$ cat src/rtl/mc_pkg.sv
// Shared encodings for the multicycle MIPS controller: opcodes, functs,
// ALU control codes and FSM state encoding.
package mc_pkg;

   localparam logic [5:0] OP_RTYPE = 6'b000000;
   localparam logic [5:0] OP_LW    = 6'b100011;
   localparam logic [5:0] OP_SW    = 6'b101011;
   localparam logic [5:0] OP_BEQ   = 6'b000100;
   localparam logic [5:0] OP_ADDI  = 6'b001000;
   localparam logic [5:0] OP_J     = 6'b000010;

   localparam logic [5:0] FN_ADD = 6'b100000;
   localparam logic [5:0] FN_SUB = 6'b100010;
   localparam logic [5:0] FN_AND = 6'b100100;
   localparam logic [5:0] FN_OR  = 6'b100101;
   localparam logic [5:0] FN_SLT = 6'b101010;

   localparam logic [2:0] ALU_ADD = 3'b010;
   localparam logic [2:0] ALU_SUB = 3'b110;
   localparam logic [2:0] ALU_AND = 3'b000;
   localparam logic [2:0] ALU_OR  = 3'b001;
   localparam logic [2:0] ALU_SLT = 3'b111;

   localparam logic [3:0] ST_FETCH    = 4'd0;
   localparam logic [3:0] ST_DECODE   = 4'd1;
   localparam logic [3:0] ST_MEMADR   = 4'd2;
   localparam logic [3:0] ST_MEMREAD  = 4'd3;
   localparam logic [3:0] ST_MEMWB    = 4'd4;
   localparam logic [3:0] ST_MEMWRITE = 4'd5;
   localparam logic [3:0] ST_EXECUTE  = 4'd6;
   localparam logic [3:0] ST_ALUWB    = 4'd7;
   localparam logic [3:0] ST_BRANCH   = 4'd8;
   localparam logic [3:0] ST_ADDIEXEC = 4'd9;
   localparam logic [3:0] ST_ADDIWB   = 4'd10;
   localparam logic [3:0] ST_JUMP     = 4'd11;

   typedef enum logic [3:0] {
      S_FETCH    = ST_FETCH,
      S_DECODE   = ST_DECODE,
      S_MEMADR   = ST_MEMADR,
      S_MEMREAD  = ST_MEMREAD,
      S_MEMWB    = ST_MEMWB,
      S_MEMWRITE = ST_MEMWRITE,
      S_EXECUTE  = ST_EXECUTE,
      S_ALUWB    = ST_ALUWB,
      S_BRANCH   = ST_BRANCH,
      S_ADDIEXEC = ST_ADDIEXEC,
      S_ADDIWB   = ST_ADDIWB,
      S_JUMP     = ST_JUMP
   } state_t;

   typedef enum logic [1:0] {
      ALUOP_ADD   = 2'b00,
      ALUOP_SUB   = 2'b01,
      ALUOP_FUNCT = 2'b10
   } alu_op_t;

endpackage

$ cat src/rtl/mc_control_fsm_alu_decoder.sv
// ALU decoder: maps the controller's ALU operation class and funct field to
// the ALU control code; o_valid drops on an unsupported funct.
module alu_decoder
   import mc_pkg::*;
(
   input  alu_op_t     i_alu_op,
   input  logic [5:0]  i_funct,
   output logic [2:0]  o_alu_control,
   output logic        o_valid
);

   always_comb begin
      o_alu_control = ALU_ADD;
      o_valid       = 1'b1;
      case (i_alu_op)
         ALUOP_ADD: o_alu_control = ALU_ADD;
         ALUOP_SUB: o_alu_control = ALU_SUB;
         ALUOP_FUNCT: begin
            case (i_funct)
               FN_ADD:  o_alu_control = ALU_ADD;
               FN_SUB:  o_alu_control = ALU_SUB;
               FN_AND:  o_alu_control = ALU_AND;
               FN_OR:   o_alu_control = ALU_OR;
               FN_SLT:  o_alu_control = ALU_SLT;
               default: o_valid = 1'b0;
            endcase
         end
         default: o_valid = 1'b0;
      endcase
   end

endmodule

$ cat src/rtl/mc_control_fsm.sv
// Multicycle MIPS main controller: Moore FSM with memory-latency wait counter;
// all datapath controls decode combinationally from state, wcnt and op/funct.
//
// state    | meaning
// FETCH    | read instr at PC; after MEM_RD_LAT waits load IR, PC += 4
// DECODE   | precompute branch target into ALUOut, dispatch on op
// MEMADR   | compute A + SignImm for lw/sw
// MEMREAD  | hold data address, wait MEM_RD_LAT cycles
// MEMWB    | write loaded data into rt
// MEMWRITE | single-cycle store
// EXECUTE  | R-type ALU operation
// ALUWB    | write ALUOut into rd
// BRANCH   | compare A-B, conditional PC load from ALUOut
// ADDIEXEC | compute A + SignImm
// ADDIWB   | write ALUOut into rt
// JUMP     | load PC with jump target
module mc_control_fsm
   import mc_pkg::*;
#(
   parameter int MEM_RD_LAT = 1
)(
   input  logic        clk,
   input  logic        rst_n,
   input  logic [5:0]  op,
   input  logic [5:0]  funct,
   output logic        pc_write,
   output logic        branch,
   output logic [1:0]  pc_src,
   output logic [2:0]  alu_control,
   output logic        alu_src_a,
   output logic [1:0]  alu_src_b,
   output logic        iord,
   output logic        mem_write,
   output logic        ir_write,
   output logic        reg_write,
   output logic        reg_dst,
   output logic        mem_to_reg,
   output logic        illegal_op,
   output logic [3:0]  state_dbg
);

   localparam logic [1:0] LAT = 2'(MEM_RD_LAT);

   state_t      r_state;
   logic [1:0]  r_wcnt;
   alu_op_t     w_alu_op;
   logic [2:0]  w_alu_control;
   logic        w_alu_valid;
   logic        w_wait_done;
   logic        w_op_legal;

   assign w_wait_done = (r_wcnt == LAT);
   assign w_op_legal  = op inside {OP_RTYPE, OP_LW, OP_SW, OP_BEQ, OP_ADDI, OP_J};
   assign w_alu_op    = (r_state == S_EXECUTE) ? ALUOP_FUNCT :
                        (r_state == S_BRANCH)  ? ALUOP_SUB   : ALUOP_ADD;

   alu_decoder u_alu_decoder (
      .i_alu_op      (w_alu_op),
      .i_funct       (funct),
      .o_alu_control (w_alu_control),
      .o_valid       (w_alu_valid)
   );

   always_ff @(posedge clk or negedge rst_n) begin
      if (!rst_n) begin
         r_state <= S_FETCH;
         r_wcnt  <= 2'd0;
      end else begin
         case (r_state)
            S_FETCH: begin
               if (w_wait_done) begin
                  r_wcnt  <= 2'd0;
                  r_state <= S_DECODE;
               end else begin
                  r_wcnt <= r_wcnt + 2'd1;
               end
            end
            S_DECODE: begin
               case (op)
                  OP_LW, OP_SW: r_state <= S_MEMADR;
                  OP_RTYPE:     r_state <= S_EXECUTE;
                  OP_BEQ:       r_state <= S_BRANCH;
                  OP_ADDI:      r_state <= S_ADDIEXEC;
                  OP_J:         r_state <= S_JUMP;
                  default:      r_state <= S_FETCH;
               endcase
            end
            S_MEMADR: begin
               if (op == OP_SW)      r_state <= S_MEMWRITE;
               else if (op == OP_LW) r_state <= S_MEMREAD;
               else                  r_state <= S_FETCH;
            end
            S_MEMREAD: begin
               if (w_wait_done) begin
                  r_wcnt  <= 2'd0;
                  r_state <= S_MEMWB;
               end else begin
                  r_wcnt <= r_wcnt + 2'd1;
               end
            end
            S_EXECUTE:  r_state <= w_alu_valid ? S_ALUWB : S_FETCH;
            S_ADDIEXEC: r_state <= S_ADDIWB;
            default:    r_state <= S_FETCH;
         endcase
      end
   end

   always_comb begin
      pc_write    = 1'b0;
      branch      = 1'b0;
      pc_src      = 2'b00;
      alu_control = ALU_ADD;
      alu_src_a   = 1'b0;
      alu_src_b   = 2'b00;
      iord        = 1'b0;
      mem_write   = 1'b0;
      ir_write    = 1'b0;
      reg_write   = 1'b0;
      reg_dst     = 1'b0;
      mem_to_reg  = 1'b0;
      illegal_op  = 1'b0;
      case (r_state)
         S_FETCH: begin
            alu_src_b = 2'b01;
            ir_write  = w_wait_done;
            pc_write  = w_wait_done;
         end
         S_DECODE: begin
            alu_src_b  = 2'b11;
            illegal_op = !w_op_legal;
         end
         S_MEMADR: begin
            alu_src_a = 1'b1;
            alu_src_b = 2'b10;
         end
         S_MEMREAD: iord = 1'b1;
         S_MEMWB: begin
            reg_write  = 1'b1;
            mem_to_reg = 1'b1;
         end
         S_MEMWRITE: begin
            iord      = 1'b1;
            mem_write = 1'b1;
         end
         S_EXECUTE: begin
            alu_src_a   = 1'b1;
            alu_control = w_alu_control;
            illegal_op  = !w_alu_valid;
         end
         S_ALUWB: begin
            reg_write = 1'b1;
            reg_dst   = 1'b1;
         end
         S_BRANCH: begin
            alu_src_a   = 1'b1;
            alu_control = w_alu_control;
            branch      = 1'b1;
            pc_src      = 2'b01;
         end
         S_ADDIEXEC: begin
            alu_src_a = 1'b1;
            alu_src_b = 2'b10;
         end
         S_ADDIWB: reg_write = 1'b1;
         S_JUMP: begin
            pc_write = 1'b1;
            pc_src   = 2'b10;
         end
         default: ;
      endcase
   end

   assign state_dbg = r_state;

endmodule

$ cat config.mk
export PLATFORM = sky130hd
export DESIGN_NAME = mc_control_fsm
export DESIGN_NICKNAME = d
export VERILOG_FILES = /design/src/rtl/mc_pkg.sv /design/src/rtl/mc_control_fsm_alu_decoder.sv /design/src/rtl/mc_control_fsm.sv
export SDC_FILE = /design/constraint.sdc
export NUM_CORES = 1
export LEC_CHECK = 0
export CORE_MARGIN = 5
export CORE_UTILIZATION = 39
export CTS_CLUSTER_SIZE = 28
export DETAILED_ROUTE_END_ITERATION = 7
export PLACE_DENSITY = 0.85
export SKIP_CTS_REPAIR_TIMING = 1
export SYNTH_ARGS = -nofsm -noshare
export SYNTH_HDL_FRONTEND = slang
export SYNTH_SLANG_ARGS = --single-unit
$ cat constraint.sdc
create_clock -name clk -period 3.2 [get_ports clk]
set_input_delay 0.96 -clock clk [delete_from_list [all_inputs] [get_ports clk]]
set_output_delay 0.96 -clock clk [all_outputs]
set_load 0.03 [all_outputs]
[Yosys cells after proc, flatten, opt, wreduce, memory -nomap -nowiden]
Cells that the tools add are included.
Cells by class
  add/subtract/negate cells: 1
  eq/ne operators: 26
  multiplexer cells: 27
  reductions and logical operators: 16
Operators with widths (count)
  6-bit equality test, second input constant: 7
  4-bit one-hot mux with 6 select lines: 1
  4-bit one-hot mux with 5 select lines: 1
  4-bit by 3-bit equality test with 1-bit output, second input constant: 4
  4-bit equality test, second input constant: 4
  3-bit one-hot mux with 4 select lines: 1
  2-bit OR reduction: 6
  1-bit 2-to-1 mux: 10
  3-bit 2-to-1 mux: 3
  4-bit by 2-bit equality test with 1-bit output, second input constant: 2
  4-bit 2-to-1 mux: 2
  6-bit by 2-bit equality test with 1-bit output, second input constant: 1
  6-bit by 3-bit equality test with 1-bit output, second input constant: 1
  6-bit by 4-bit equality test with 1-bit output, second input constant: 1
  6-bit logical NOT: 1
  2-bit 2-to-1 mux: 3
  1-bit one-hot mux with 2 select lines: 3
  2-bit one-hot mux with 3 select lines: 1
  3-bit one-hot mux with 2 select lines: 1
  6-bit nonzero test: 1
  5-bit OR reduction: 1
  2-bit by 1-bit equality test with 1-bit output, second input constant: 2
  4-bit by 1-bit equality test with 1-bit output, second input constant: 1
  4-bit logical NOT: 1
  9 further kinds: 11
Storage, ports and cells
  register bits: 6
  output and inout bits: 21
  word-level logic and storage cells: 72

[Depth between registers and ports, before layout]
  word-level depth: 8
  mapped depth: 5

[Hierarchy]
From an unflattened synthesis, not the netlist that was laid out.
Unflattened totals
  cells, all modules: 111
  area, all modules: 790.8 µm²
Modules (own cells, without submodules)
  mc_control_fsm: times used 1, cells each 88, area an instance 613.1 µm²
  alu_decoder: times used 1, cells each 23, area an instance 177.7 µm²

[Worst setup path before layout]
No wires, ideal clock.
  path kind: in2out
  start: input op[5]
  end: output illegal_op
  arrival: 2083 ps
  required time: 2240 ps
  slack: 157 ps
  stages on the path: 4
  buffers on the path: 0
  path through: or4_1 -> or3_1 -> nand4_1 -> o31ai_1
On the way
  word-level cells in the longest chain between the ends: 4
  elaborated cells on any way between the ends: 9
  classes of those cells: eq/ne (5); mux (1); reduce/logical (3)
Ends and longest elaborated chain
  from (decl): line mc_control_fsm.sv:24  | input logic [5:0] op,
  6-bit equality test (tied with other cells): line mc_control_fsm.sv:53  | assign w_op_legal = op inside {OP_RTYPE, OP_LW, OP_SW, OP_BEQ, OP_ADDI, OP_J};
  6-bit nonzero test (*): line mc_control_fsm.sv:53
  1-bit logical NOT (*): line mc_control_fsm.sv:130  | illegal_op = !w_op_legal;
  1-bit one-hot mux with 2 select lines (*): line mc_control_fsm.sv:122  | case (r_state)
  to (decl): line mc_control_fsm.sv:38  | output logic illegal_op,
Mark *: on every way between the ends. The rest lies on a longest branch, timed or not.

[Final worst setup path]
Same ends and word-level chain as after synthesis.

==> flow_summary.ini <==
[drt]
ant_nets = 0
vias = 928
dr.pass1.iters = 4
routed_wl_mm = 2.39
wl_per_cell_microns = 14.3
drt-vias-per-instance = 5.56
drt-initial-drc-count = 25
drc_errors = 0

[critical_path]
crit_family = simple AND/OR/NAND/NOR gates
crit_cells = 6
r2r_end = state_dbg[0]
slowest_stage = or4_4
path_class = primary input to primary output
crit_start = op[5]
end_kind = primary output
ff2ff_path_depth = 4
crit_required_ns = 2.24
critPathMaxStageDelay_ns = 0.52
r2r_slack_ns = 1.61
worstPathCellList = buf_6, or4_4, or3_1, nand4_1, o31ai_1, buf_4
path_max_fanout = 2
critPathLaunchType = primary input
rr_startpoint = state_dbg[1]
arrival_ns = 2.29
path_buf_inv = 2

[layout]
num-nets-final = 158
diodes = 0
area_growth_pct = 75.9
fin_util = 0.716
final_cell_mix = clkdlybuf4s50_1 (23), buf_4 (20), nor2_1 (12)
drive_gt1_frac = 0.246
final_common_cell = clkdlybuf4s50_1
fin_area_sq_mm = 0.00122

[pwr]
p_per_area_mw_per_mm2 = 510
p_leak_uw = 0.000541
peakVddDrop_mv = 0.351
power.total_uw = 624

[floorplanning]
die_h_microns = 52.2
die_area_sq_mm = 0.00273
initial_core_util = 0.407
coreArea_sq_mm = 0.00171
num_io_pins = 35
row_count = 15
die_w_microns = 52.2

[synthesis]
synthDistinctLibCells = 40
yosys_warnings = 0
ys_ff_latch = 6
syn_area_sq_um = 696
synthAdderAreaFrac = 0
synthSimpleGateAreaFrac = 0.408
synth-xor-area-share = 0.0504
syn_inst = 93
ys_seq_area_frac = 0.216
avgSynthCellArea_sq_um = 7.48
synth_compound_area_frac = 0.234
synth_largest_area_cell = dfrtp_1
syn_nets = 107
synth_top_area_frac = 0.216
muxShareOfSynthArea = 0.0144
synth_top_family_by_area = simple AND/OR/NAND/NOR gates
synth_top_cells_by_area = dfrtp_1 (22%), nor2_1 (6.5%), nand2b_1 (6.3%)

[clocking]
cts_buffer_depth = 2
clk_pin_slew_ns = 0.05
clock_latency_ns = 0.25
cts_sinks = 6
clockRootBuffer = clkbuf_4
cts_tree = done
ctsHtreeMaxLevel = 1
numCtsBuffers = 3

[placement]
port-buffer-count = 34
dpl_cell_area_sq_mm = 0.00117
hpwl_mm = 1.82
preCtsSetupSlack_ns = -0.766
place_congestion = 0.797

[timing]
rsz0062_at_grt = yes
worst_slew_pin_slew_ns = 0.354
hold_violations = 0
whs_ns = 0.522
fmax_ghz = 0.308
fin_crit_ns = 3.25
setup_viol = 2
drv_slew = 0
maxSlewHeadroom = 0.763
fin_skew_ns = 0.00497
worst_slack_ns = -0.0474
fin_crit_sh = 1.01

[global_route]
antenna_found_initial = 0
grt_usage = 0.178
grt.overflow.total = 0
grt_max_degree = 13
grt_pass1_vias = 866
grt_pass1_wl_mm = 3.68

[hold_path]
worstHoldEndpoint = r_wcnt[0]
worstHoldPathCells = 1
hp-start = r_wcnt[0]
hp-class = register to register

[outcome]
violations = negative setup slack
status = complete, but fails checks

[flow_run]
cap_violations = 0
==> cells in the mapped netlist <==
| cell | instances |
|---|---|
| a2111oi_2 | 1 |
| a211oi_1 | 1 |
| a21o_1 | 2 |
| a21oi_1 | 1 |
| a221oi_2 | 1 |
| a31oi_1 | 1 |
| a32oi_1 | 1 |
| a41oi_1 | 1 |
| buf_2 | 1 |
| buf_4 | 2 |
| buf_6 | 1 |
| clkbuf_1 | 2 |
| dfrtp_1 | 6 |
| inv_1 | 4 |
| mux2i_1 | 1 |
| nand2_1 | 4 |
| nand2b_1 | 7 |
| nand2b_2 | 1 |
| nand3_1 | 2 |
| nand3_2 | 1 |
| nand3b_1 | 2 |
| nand4_1 | 2 |
| nor2_1 | 12 |
| nor2b_1 | 4 |
| nor3_1 | 6 |
| nor3b_1 | 1 |
| o211ai_1 | 1 |
| o21a_1 | 1 |
| o21ai_0 | 3 |
| o21ai_1 | 2 |
| o221ai_1 | 1 |
| o22ai_1 | 1 |
| o2bb2a_2 | 1 |
| o31ai_1 | 2 |
| or2_1 | 3 |
| or3_1 | 3 |
| or3b_1 | 1 |
| or4_1 | 2 |
| xnor2_1 | 3 |
| xor2_1 | 1 |
==> worst max-delay path by stage <==
stage,end,slack (ns)
2_1_floorplan,illegal_op,0.16
3_3_place_gp,illegal_op,-0.73
3_5_place_dp,illegal_op,-0.77
4_1_cts,illegal_op,-0.76
5_1_grt,illegal_op,-0.13
6_report,illegal_op,-0.05
==> layout make-up <==
class | count | area [sq um]
Clock buffer | 3 | 22.5
Timing Repair Buffer | 52 | 483
Multi-Input combinational cell | 77 | 522
Sequential cell | 6 | 150
Fill cell | 126 | 484
Inverter | 4 | 15.0
Tap cell | 25 | 31.3
==> cells by family after synthesis <==
group	after synthesis
AND/OR/NAND/NOR	51
AO/OA/AOI/OAI	21
buffers and inverters	10
flip-flops	6
XOR/XNOR	4
multiplexers	1
==> routing by layer <==
layer,vias to the layer above,track usage,wire length [microns]
li1,439,-,-
met1,439,0.197,908
met2,41,0.337,1320
met3,9,0.0370,128
met4,0,0.0468,27
met5,-,0,0
==> registers in the layout (all words and copies together) (netlist names) <==
register and flops:
r_wcnt 2, state_dbg 4
==> metrics by stage <==
step / instances / setup TNS (ns)
finish: 167 / -0.0515
global route: 167 / -0.208
CTS: 168 / -1.40
detailed placement: 165 / -1.39
global placement: 165 / -1.23
floorplan: 93 / 0
==> power by group <==
part | switching (uW) | leakage [uW] | internal, uW | total [uW]
Combinational | 245 | 0.000448 | 181 | 426
Sequential | 32.1 | 0.0000794 | 93.7 | 126
Clock | 29.3 | 0.0000138 | 42.6 | 71.8
==> worst reg2reg max path: stages (launching register included) <==
cell	delay, ns
dfrtp_1	0.55
nand2b_1	0.32
o221ai_1	0.24
a41oi_1	0.25
o21ai_1	0.09
Power figures use the tool's default switching activity.
